### config.mk
export PLATFORM = sky130hd
export DESIGN_NAME = branch_redirect_arbiter
export DESIGN_NICKNAME = d
export VERILOG_FILES = /design/src/rtl/vliw_pkg.sv /design/src/rtl/lane_priority_enc.sv /design/src/rtl/branch_redirect_arbiter.sv
export SDC_FILE = /design/constraint.sdc
export NUM_CORES = 1
export LEC_CHECK = 0
export BUFFER_PORTS_ARGS = -buffer_cell sky130_fd_sc_hd__buf_2
export CORE_ASPECT_RATIO = 1.4
export CORE_UTILIZATION = 38
export CTS_CLUSTER_SIZE = 28
export DETAILED_ROUTE_END_ITERATION = 7
export PLACE_DENSITY = 0.67
export SKIP_LAST_GASP = 1
export SLEW_MARGIN = 15
export SYNTH_ARGS = -nofsm -noshare
export SYNTH_HDL_FRONTEND = slang
export SYNTH_SLANG_ARGS = --single-unit
### constraint.sdc
create_clock -name clk -period 3.95 [get_ports clk]
set_input_delay 0.1975 -clock clk [delete_from_list [all_inputs] [get_ports clk]]
set_output_delay 0.1975 -clock clk [all_outputs]
set_load 0.01 [all_outputs]
### src/rtl/vliw_pkg.sv
// Shared definitions for the VLIW front-end redirect logic.
//   NUM_LANES     - issue lanes that can resolve a branch
//   BUNDLE_BYTES  - fetch bundle size; redirect targets align to it
//   BUNDLE_MASK   - AND mask that forces an address to a bundle boundary
//   RESET_VECTOR  - architectural restart address
//   redir_state_t - redirect arbiter FSM states
package vliw_pkg;

  localparam int unsigned NUM_LANES    = 4;
  localparam int unsigned BUNDLE_BYTES = 16;
  localparam logic [31:0] BUNDLE_MASK  = ~(32'(BUNDLE_BYTES) - 32'd1);
  localparam logic [31:0] RESET_VECTOR = 32'h0040_0020;

  typedef enum logic [1:0] {
    IDLE,
    ISSUE,
    SHADOW
  } redir_state_t;

endpackage

### src/rtl/lane_priority_enc.sv
// Combinational lowest-index selector for lane branch requests.
// The lowest lane holds the earliest instruction of the bundle.
//   valid_i     - per-lane request bits
//   grant_o     - one-hot grant of the lowest valid lane ('0 when none)
//   idx_o       - index of the granted lane (0 when none)
//   loser_cnt_o - number of valid lanes that did not win
module lane_priority_enc #(
  parameter int unsigned N     = 4,
  parameter int unsigned IDX_W = (N > 1) ? $clog2(N) : 1,
  parameter int unsigned CNT_W = $clog2(N + 1)
) (
  input  logic [N-1:0]     valid_i,
  output logic [N-1:0]     grant_o,
  output logic [IDX_W-1:0] idx_o,
  output logic [CNT_W-1:0] loser_cnt_o
);

  logic             found;
  logic [CNT_W-1:0] pop;

  always_comb begin
    grant_o = '0;
    idx_o   = '0;
    found   = 1'b0;
    pop     = '0;
    for (int unsigned i = 0; i < N; i++) begin
      pop = pop + CNT_W'(valid_i[i]);
      if (valid_i[i] && !found) begin
        grant_o[i] = 1'b1;
        idx_o      = IDX_W'(i);
        found      = 1'b1;
      end
    end
    loser_cnt_o = pop - CNT_W'(found);
  end

endmodule

### src/rtl/branch_redirect_arbiter.sv
// Selects one redirect per window from the lane branch units and the
// external (trap/restart) source, strobes the program counter, and masks
// wrong-path lane requests for SHADOW_CYCLES cycles after each strobe.
//   clk, rst      - clock, asynchronous active-high reset
//   br_valid      - per-lane taken-branch request
//   br_target     - per-lane target, lane i in bits [32*i +: 32]
//   ext_valid     - external redirect request (accepted in every state)
//   ext_target    - external redirect address
//   branch_taken  - one-cycle redirect strobe
//   new_pc        - bundle-aligned redirect address
//   busy          - high during ISSUE and SHADOW
//   misalign_err  - sticky: an accepted target had sub-bundle bits set
//   taken_count   - accepted redirects (wraps)
//   dropped_count - discarded lane requests (wraps)
module branch_redirect_arbiter
  import vliw_pkg::*;
#(
  parameter int unsigned NUM_LANES     = vliw_pkg::NUM_LANES,
  parameter int unsigned SHADOW_CYCLES = 2
) (
  input  logic                   clk,
  input  logic                   rst,
  input  logic [NUM_LANES-1:0]   br_valid,
  input  logic [NUM_LANES*32-1:0] br_target,
  input  logic                   ext_valid,
  input  logic [31:0]            ext_target,
  output logic                   branch_taken,
  output logic [31:0]            new_pc,
  output logic                   busy,
  output logic                   misalign_err,
  output logic [31:0]            taken_count,
  output logic [31:0]            dropped_count
);

  localparam int unsigned IDX_W = (NUM_LANES > 1) ? $clog2(NUM_LANES) : 1;
  localparam int unsigned CNT_W = $clog2(NUM_LANES + 1);

  redir_state_t     state_q, state_d;
  logic [2:0]       shadow_q, shadow_d;
  logic             taken_q, taken_d;
  logic [31:0]      pc_q, pc_d;
  logic             busy_q, busy_d;
  logic             mis_q, mis_d;
  logic [31:0]      tcnt_q, tcnt_d;
  logic [31:0]      dcnt_q, dcnt_d;

  logic [NUM_LANES-1:0] grant;
  logic [IDX_W-1:0]     win_idx;
  logic [CNT_W-1:0]     loser_cnt;
  logic                 lane_any;
  logic [CNT_W-1:0]     pop_all;
  logic [31:0]          tgt_arr [NUM_LANES];
  logic [31:0]          lane_tgt;

  logic                 accept;
  logic [31:0]          acc_tgt;
  logic [CNT_W-1:0]     drop;

  lane_priority_enc #(
    .N     (NUM_LANES),
    .IDX_W (IDX_W),
    .CNT_W (CNT_W)
  ) u_prio (
    .valid_i     (br_valid),
    .grant_o     (grant),
    .idx_o       (win_idx),
    .loser_cnt_o (loser_cnt)
  );

  assign lane_any = |grant;
  // Winner plus losers gives every requesting lane, used when all are dropped.
  assign pop_all  = loser_cnt + CNT_W'(lane_any);

  always_comb begin
    for (int unsigned i = 0; i < NUM_LANES; i++) begin
      tgt_arr[i] = br_target[32*i +: 32];
    end
    lane_tgt = tgt_arr[win_idx];
  end

  always_comb begin
    state_d  = state_q;
    shadow_d = shadow_q;
    accept   = 1'b0;
    acc_tgt  = '0;
    drop     = '0;

    case (state_q)
      IDLE: begin
        if (ext_valid) begin
          accept  = 1'b1;
          acc_tgt = ext_target;
          drop    = pop_all;
          state_d = ISSUE;
        end else if (lane_any) begin
          accept  = 1'b1;
          acc_tgt = lane_tgt;
          drop    = loser_cnt;
          state_d = ISSUE;
        end
      end
      ISSUE: begin
        drop = pop_all;
        if (ext_valid) begin
          accept  = 1'b1;
          acc_tgt = ext_target;
          state_d = ISSUE;
        end else begin
          shadow_d = 3'(SHADOW_CYCLES);
          state_d  = SHADOW;
        end
      end
      SHADOW: begin
        drop = pop_all;
        if (ext_valid) begin
          accept  = 1'b1;
          acc_tgt = ext_target;
          state_d = ISSUE;
        end else begin
          shadow_d = shadow_q - 3'd1;
          if (shadow_q <= 3'd1) begin
            state_d = IDLE;
          end
        end
      end
      default: state_d = IDLE;
    endcase

    pc_d   = pc_q;
    mis_d  = mis_q;
    tcnt_d = tcnt_q;
    if (accept) begin
      pc_d   = acc_tgt & BUNDLE_MASK;
      mis_d  = mis_q | (|(acc_tgt & ~BUNDLE_MASK));
      tcnt_d = tcnt_q + 32'd1;
    end
    dcnt_d = dcnt_q + 32'(drop);

    // Outputs are registered copies of the next state's decode.
    taken_d = (state_d == ISSUE);
    busy_d  = (state_d != IDLE);
  end

  always_ff @(posedge clk or posedge rst) begin
    if (rst) begin
      state_q  <= IDLE;
      shadow_q <= '0;
      taken_q  <= 1'b0;
      pc_q     <= '0;
      busy_q   <= 1'b0;
      mis_q    <= 1'b0;
      tcnt_q   <= '0;
      dcnt_q   <= '0;
    end else begin
      state_q  <= state_d;
      shadow_q <= shadow_d;
      taken_q  <= taken_d;
      pc_q     <= pc_d;
      busy_q   <= busy_d;
      mis_q    <= mis_d;
      tcnt_q   <= tcnt_d;
      dcnt_q   <= dcnt_d;
    end
  end

  assign branch_taken  = taken_q;
  assign new_pc        = pc_q;
  assign busy          = busy_q;
  assign misalign_err  = mis_q;
  assign taken_count   = tcnt_q;
  assign dropped_count = dcnt_q;

endmodule
# Word level (Yosys, flattened, before mapping)
# Index checks and enable logic that the tools add are counted.
# totals
word_cells,71
input_bits,167
reg_bits,100
# op_classes
reduce_logical,13
order_cmp,2
n_mux,33
bitwise_logic,2
eq_ne,5
n_addsub,8
# op_table
operator,n
$mux W32,5
$bmux W32 S2,1
$pmux W32 S2,1
$add A32 B1 Y32 const B,1
$add A32 B3 Y32,1
$mux W2,7
$mux W3,4
$pmux W3 S2,2
$mux W1,11
$add A3 B1 Y3,3
$reduce_or A4 Y1,2
$pmux W2 S3,1
$eq A2 B1 Y1 const B,2
$ne A2 B2 Y1 const B,2
$reduce_bool A2 Y1,2
$ge A3 B3 Y1 const B,1
$le A3 B1 Y1 const B,1
$logic_and A1 B1 Y1,3
$logic_not A1 Y1,3
$not A2 Y3,1
$reduce_and A3 Y1,1
$sub A3 B1 Y3,1
$sub A3 B1 Y3 const B,1
$add A1 B1 Y2,1
5 further kinds,5

# Logic depth before layout (Yosys ltp)
# logic_depth
word_depth,19
mapped_depth,20
mapped_depth_nobuf,19

# Cells and area by module
# From an unflattened synthesis, not the netlist that was laid out.
# unflattened
hier_cells,512
hier_area_um2,5507.8
# by_module_without_submodules
mod,seq_area_each_um2,cells_each,area_per_inst_um2,instances
branch_redirect_arbiter,2502.4,492,5358.9,1
lane_priority_enc,0.0,20,148.9,1

# Worst setup path before layout
# OpenSTA, ideal clock, no wires.
# synth_path
path_type,in2reg
startpoint,input br_valid[3]
endpoint,register dcnt_q[19] (netlist: dropped_count[19])
setup_ns,0.079
arrival_ns,4.108
path_slack_ns,-0.237
path_stages,19
cell_sequence,buf_2 buf_1 or3b_2 ha_1 xnor2_1 ha_1 nor2_1 fa_1 inv_1 ha_1 xor2_1 a22oi_1 nor2_1 ha_1 o21ai_1 nor4_4 nand4_4 nor2_1 xor2_1
# synth_between
elab_chain_cells,7
elab_cells_between_ends,11
cone_classes,add/sub (4); mux (5); reduce/logical (2)
# synth_rtl
element,line_no,source
from (decl),branch_redirect_arbiter.sv:23,"input logic [NUM_LANES-1:0] br_valid,"
branches (longest 5 deep; another with $add A3 B1 Y3),n/a,
$pmux W3 S2 (*),branch_redirect_arbiter.sv:88,case (state_q)
$add A32 B3 Y32 (*),branch_redirect_arbiter.sv:137,dcnt_d = dcnt_q + 32'(drop);
via dcnt_d[19],branch_redirect_arbiter.sv:45,"logic [31:0] dcnt_q, dcnt_d;"
to (signal assigned),branch_redirect_arbiter.sv:162,dcnt_q <= dcnt_d;
to (decl),branch_redirect_arbiter.sv:45,
# Mark *: on every way through the listed nets, which the timed path passes.
# A chain may end at the register's enable or synchronous reset.

# Worst setup path after layout
# layout_path
startpoint,input br_valid[0]
endpoint,register dcnt_q[30] (netlist: dropped_count[30])
# layout_between
elab_chain_cells,15
elab_cells_between_ends,23
cone_classes,add/sub (6); mux (10); reduce/logical (7)
# layout_rtl
element,line_no
branches (longest 13 deep; another with $add A3 B1 Y3),n/a
$pmux W3 S2 (*),branch_redirect_arbiter.sv:88
$add A32 B3 Y32 (*),branch_redirect_arbiter.sv:137
via dcnt_d[30],branch_redirect_arbiter.sv:45
# Marks and branches as above.

==> summary.md <==
| Metric | Value |
|---|---|
| Status | completed |
| Post-CTS Resized | 0 |
| Seq pwr share | 0.350 |
| PortBufs | 261 |
| Tcrit/Tclk final | 0.937 |
| Layout cells sized above 1 | 0.408 |
| Post-DR vias/cell | 5.33 |
| Worst skew pair latency | 340 ps |
| I/O pin total | 266 |
| Area of the core | 15100 um^2 |
| Detail Route Antenna Nets | 0 |
| CTS tree | built |
| Nature of the critical path endpoint | flop |
| Cell row count | 53 |
| Clock skew | 9.90 ps |
| NumNets Final | 1051 |
| Post-CTS setup buffer count | 0 |
| Layout fillers | 1465 |
| Post-synthesis sequential area ratio | 0.425 |
| Clock transition at path regs | 70 ps |
| H-tree level count | 3 |
| Maximum root-to-sink buffer count | 2 |
| Drt drc | 0 |
| Full die area | 16000 um^2 |
| Top cell by count, worst path | ha_1 |
| Post-synth EDFFs | 0 |
| FF+latch count, synth | 100 |
| Critical Path Fanout Max | 4 |
| Met3 track demand over resource | 0.0349 |
| Global route total overflow | 0 |
| Net Sw Frac | 0.400 |
| Met2 GRT Util | 0.397 |
| Final core occ | 0.516 |
| Number of distinct library cells after synthesis | 60 |
| CP Launch Type | input pin |
| Arrival time worst endpoint | 3930 ps |
| GR peak layer | met2 |
| Root Buffer | clkbuf_16 |
| Placed Cells | 1046 |
| Dpl hpwl | 13500 um |
| Synth Flop Type | dfrtp_1 |
| Yosys top cell by area | dfrtp_1 |
| Total Routing Usage GR | 0.223 |
| RSZ-0062 raised after global routing | no |
| Power per Cell Area | 530 nW/um^2 |
| Critical setup path kind | in -> reg |
| Drt total wl | 17800 um |
| Fin Setup TNS | 0 ps |
| Syn avg cell area | 9.78 um^2 |
| Actual slew at the worst max-slew pin | 1010 ps |
| DRT Pass-1 Iters | 4 |
| Most frequent cells in the layout | 261 x buf_2, 100 x dfrtp_1, 86 x nand2_1 |
| Mapped Area | 5890 um^2 |
| Number of global-route vias before repair | 5530 |
| First-pass GRT wire length | 28000 um |
| Initial Utilization | 0.390 |
| Largest stage delay, worst path | 480 ps |
| Worst hold path class | in -> async |
| Ranking of synthesized cells by area | dfrtp_1 42%, xnor2_1 6.4%, mux2_2 5.7% |
| Relative slew slack | 0.322 |
| Layout Cells excl Fill | 1064 |
| Combinational share of power | 0.440 |
| Setup violations, final | 0 |
| Die W | 107 um |
| Period minus WS final | 3700 ps |
| Cts bufs inserted | 9 |
| Max-Cap Viols | 0 |
| Worst-path cell chain | buf_2 -> inv_1 -> ha_1 -> or3b_4 -> ha_4 -> xnor2_1 -> ha_1 -> nor2_1 -> fa_1 -> inv_1 -> ha_1 -> xor2_1 -> a22oi_1 -> nor2_1 -> ha_1 -> a21oi_1 -> nor4b_1 -> and2_1 -> nand2b_1 -> xnor2_1 |
| Most common cell after layout, fill and taps aside | buf_2 |
| Largest net degree at the start of global routing | 74 |
| CP required | 4180 ps |
| Hold Vio Cnt, Final | 0 |
| Async set or reset register ratio after synthesis | 1.00 |
| Leakage power | 3.84 nW |
| Chip height | 149 um |
| Yosys top cell area share | 0.425 |
| Placer congestion estimate | 0.860 |
| Clock network power share | 0.211 |
| Fmax | 270 MHz |
| Internal power | 2.48 mW |
| Wire per inst | 16.7 um |
| GR Util met1 | 0.278 |
| Syn-to-layout area delta | 32.2% |
| CTS sink cnt | 100 |
| Gate Count Post-Synth | 603 |
| Cells on worst reg2reg path | 12 |
| CP max-delay cell | fa_1 |
| DRT iter0 DRCs | 229 |
| Sw Pwr | 1.65 mW |
| Initial antenna violation count | 2 |
| Hold Buf Count CTS | 0 |
| Via count | 5667 |
| Synth warn | 0 |
| Slew Viols, Final | 0 |
| Maximum VDD drop | 0.000293 V |
power groups by stage:
stage	Combinational, mW	Clock, mW	Sequential (mW)
3_5_place_dp	1.84	0	1.46
5_1_grt	2.01	0.942	1.47
2_1_floorplan	1.04	0	1.54
6_report	1.82	0.871	1.44
4_1_cts	1.85	0.896	1.44
3_3_place_gp	1.81	0	1.46
final cells by class:
class / instances / area (um^2) / area share
multi-input cells: 455 / 3210 / 0.412
flip-flops and latches: 100 / 2500 / 0.321
repair buffers: 285 / 1490 / 0.191
well taps: 192 / 240 / 0.0308
clock buffers: 10 / 239 / 0.0307
inverters: 14 / 55.1 / 0.00706
clock inverters: 6 / 53.8 / 0.00690
diodes: 2 / 5.00 / 0.000642
stage by stage:
stage               power, mW  setup slack (ps)  hold slack [ps]  area (um^2)
global route             4.42              32.7              112         7790
floorplan                2.58              51.1              355         5960
CTS                      4.19               292             94.5         7790
global placement         3.27              3.36              448         7500
detailed placement       3.30             -52.7              447         7500
finish                   4.13               249             68.8         7790
logic make-up (layout without fill, tap and decap cells):
group / after synthesis / count (layout) / synth area share
AOI/OAI and AO/OA: 113 / 113 / 0.140
xor gates and xnor gates: 63 / 63 / 0.0936
adders and majority gates: 19 / 19 / 0.0429
buffers and inverters: 51 / 315 / 0.0397
DFF: 100 / 100 / 0.425
muxes: 30 / 30 / 0.0573
other: 1 / 6 / 0.000636
and+or+nand+nor: 226 / 226 / 0.201
sequential cells by signal (all words and copies together), names as in the netlist:
register       flops
misalign_err       1
taken_count       32
dropped_count     32
state_q            2
new_pc            28
busy               1
shadow_q           3
branch_taken       1
worst max-delay path, delay by kind of cell:
family / cells / cell delay [ps]
buffers and inverters: 3 / 210
AND/OR/NAND/NOR: 6 / 1260
XOR/XNOR: 3 / 400
adder cells (fa/ha/maj): 6 / 1620
AO/OA/AOI/OAI: 2 / 240
final timing paths:
kind	start	slack, ps	to
max in group asynchronous	rst	2930	shadow_q[1]$_DFFE_PP0P_
max	br_valid[0]	250	dropped_count[30]$_DFF_PP0_
min	rst	70	dropped_count[11]$_DFF_PP0_
min reg2reg	taken_count[31]$_DFFE_PP0P_	470	taken_count[31]$_DFFE_PP0P_
min in group clk	ext_target[4]	100	new_pc[4]$_DFFE_PP0P_
max reg2reg	state_q[1]$_DFF_PP0_	1060	dropped_count[30]$_DFF_PP0_
cells in the mapped netlist (7+ instances only):
cell type / instances
o22ai_1: 27
nand3_1: 50
ha_1: 17
o221ai_1: 28
clkbuf_1: 12
and3_1: 9
nand2_1: 86
nand4_1: 13
dfrtp_1: 100
mux2_2: 30
inv_1: 14
xnor2_1: 43
buf_2: 16
a21oi_1: 7
xor2_1: 20
o211ai_1: 29
nor2_1: 26
per-layer routing:
layer  vias up  part of all wire
met1      2688              0.41
met4         0             0.018
met5         -                 0
met3        17             0.064
li1       2724                 -
met2       238              0.51
No activity file was read; power rests on OpenSTA's default activity.
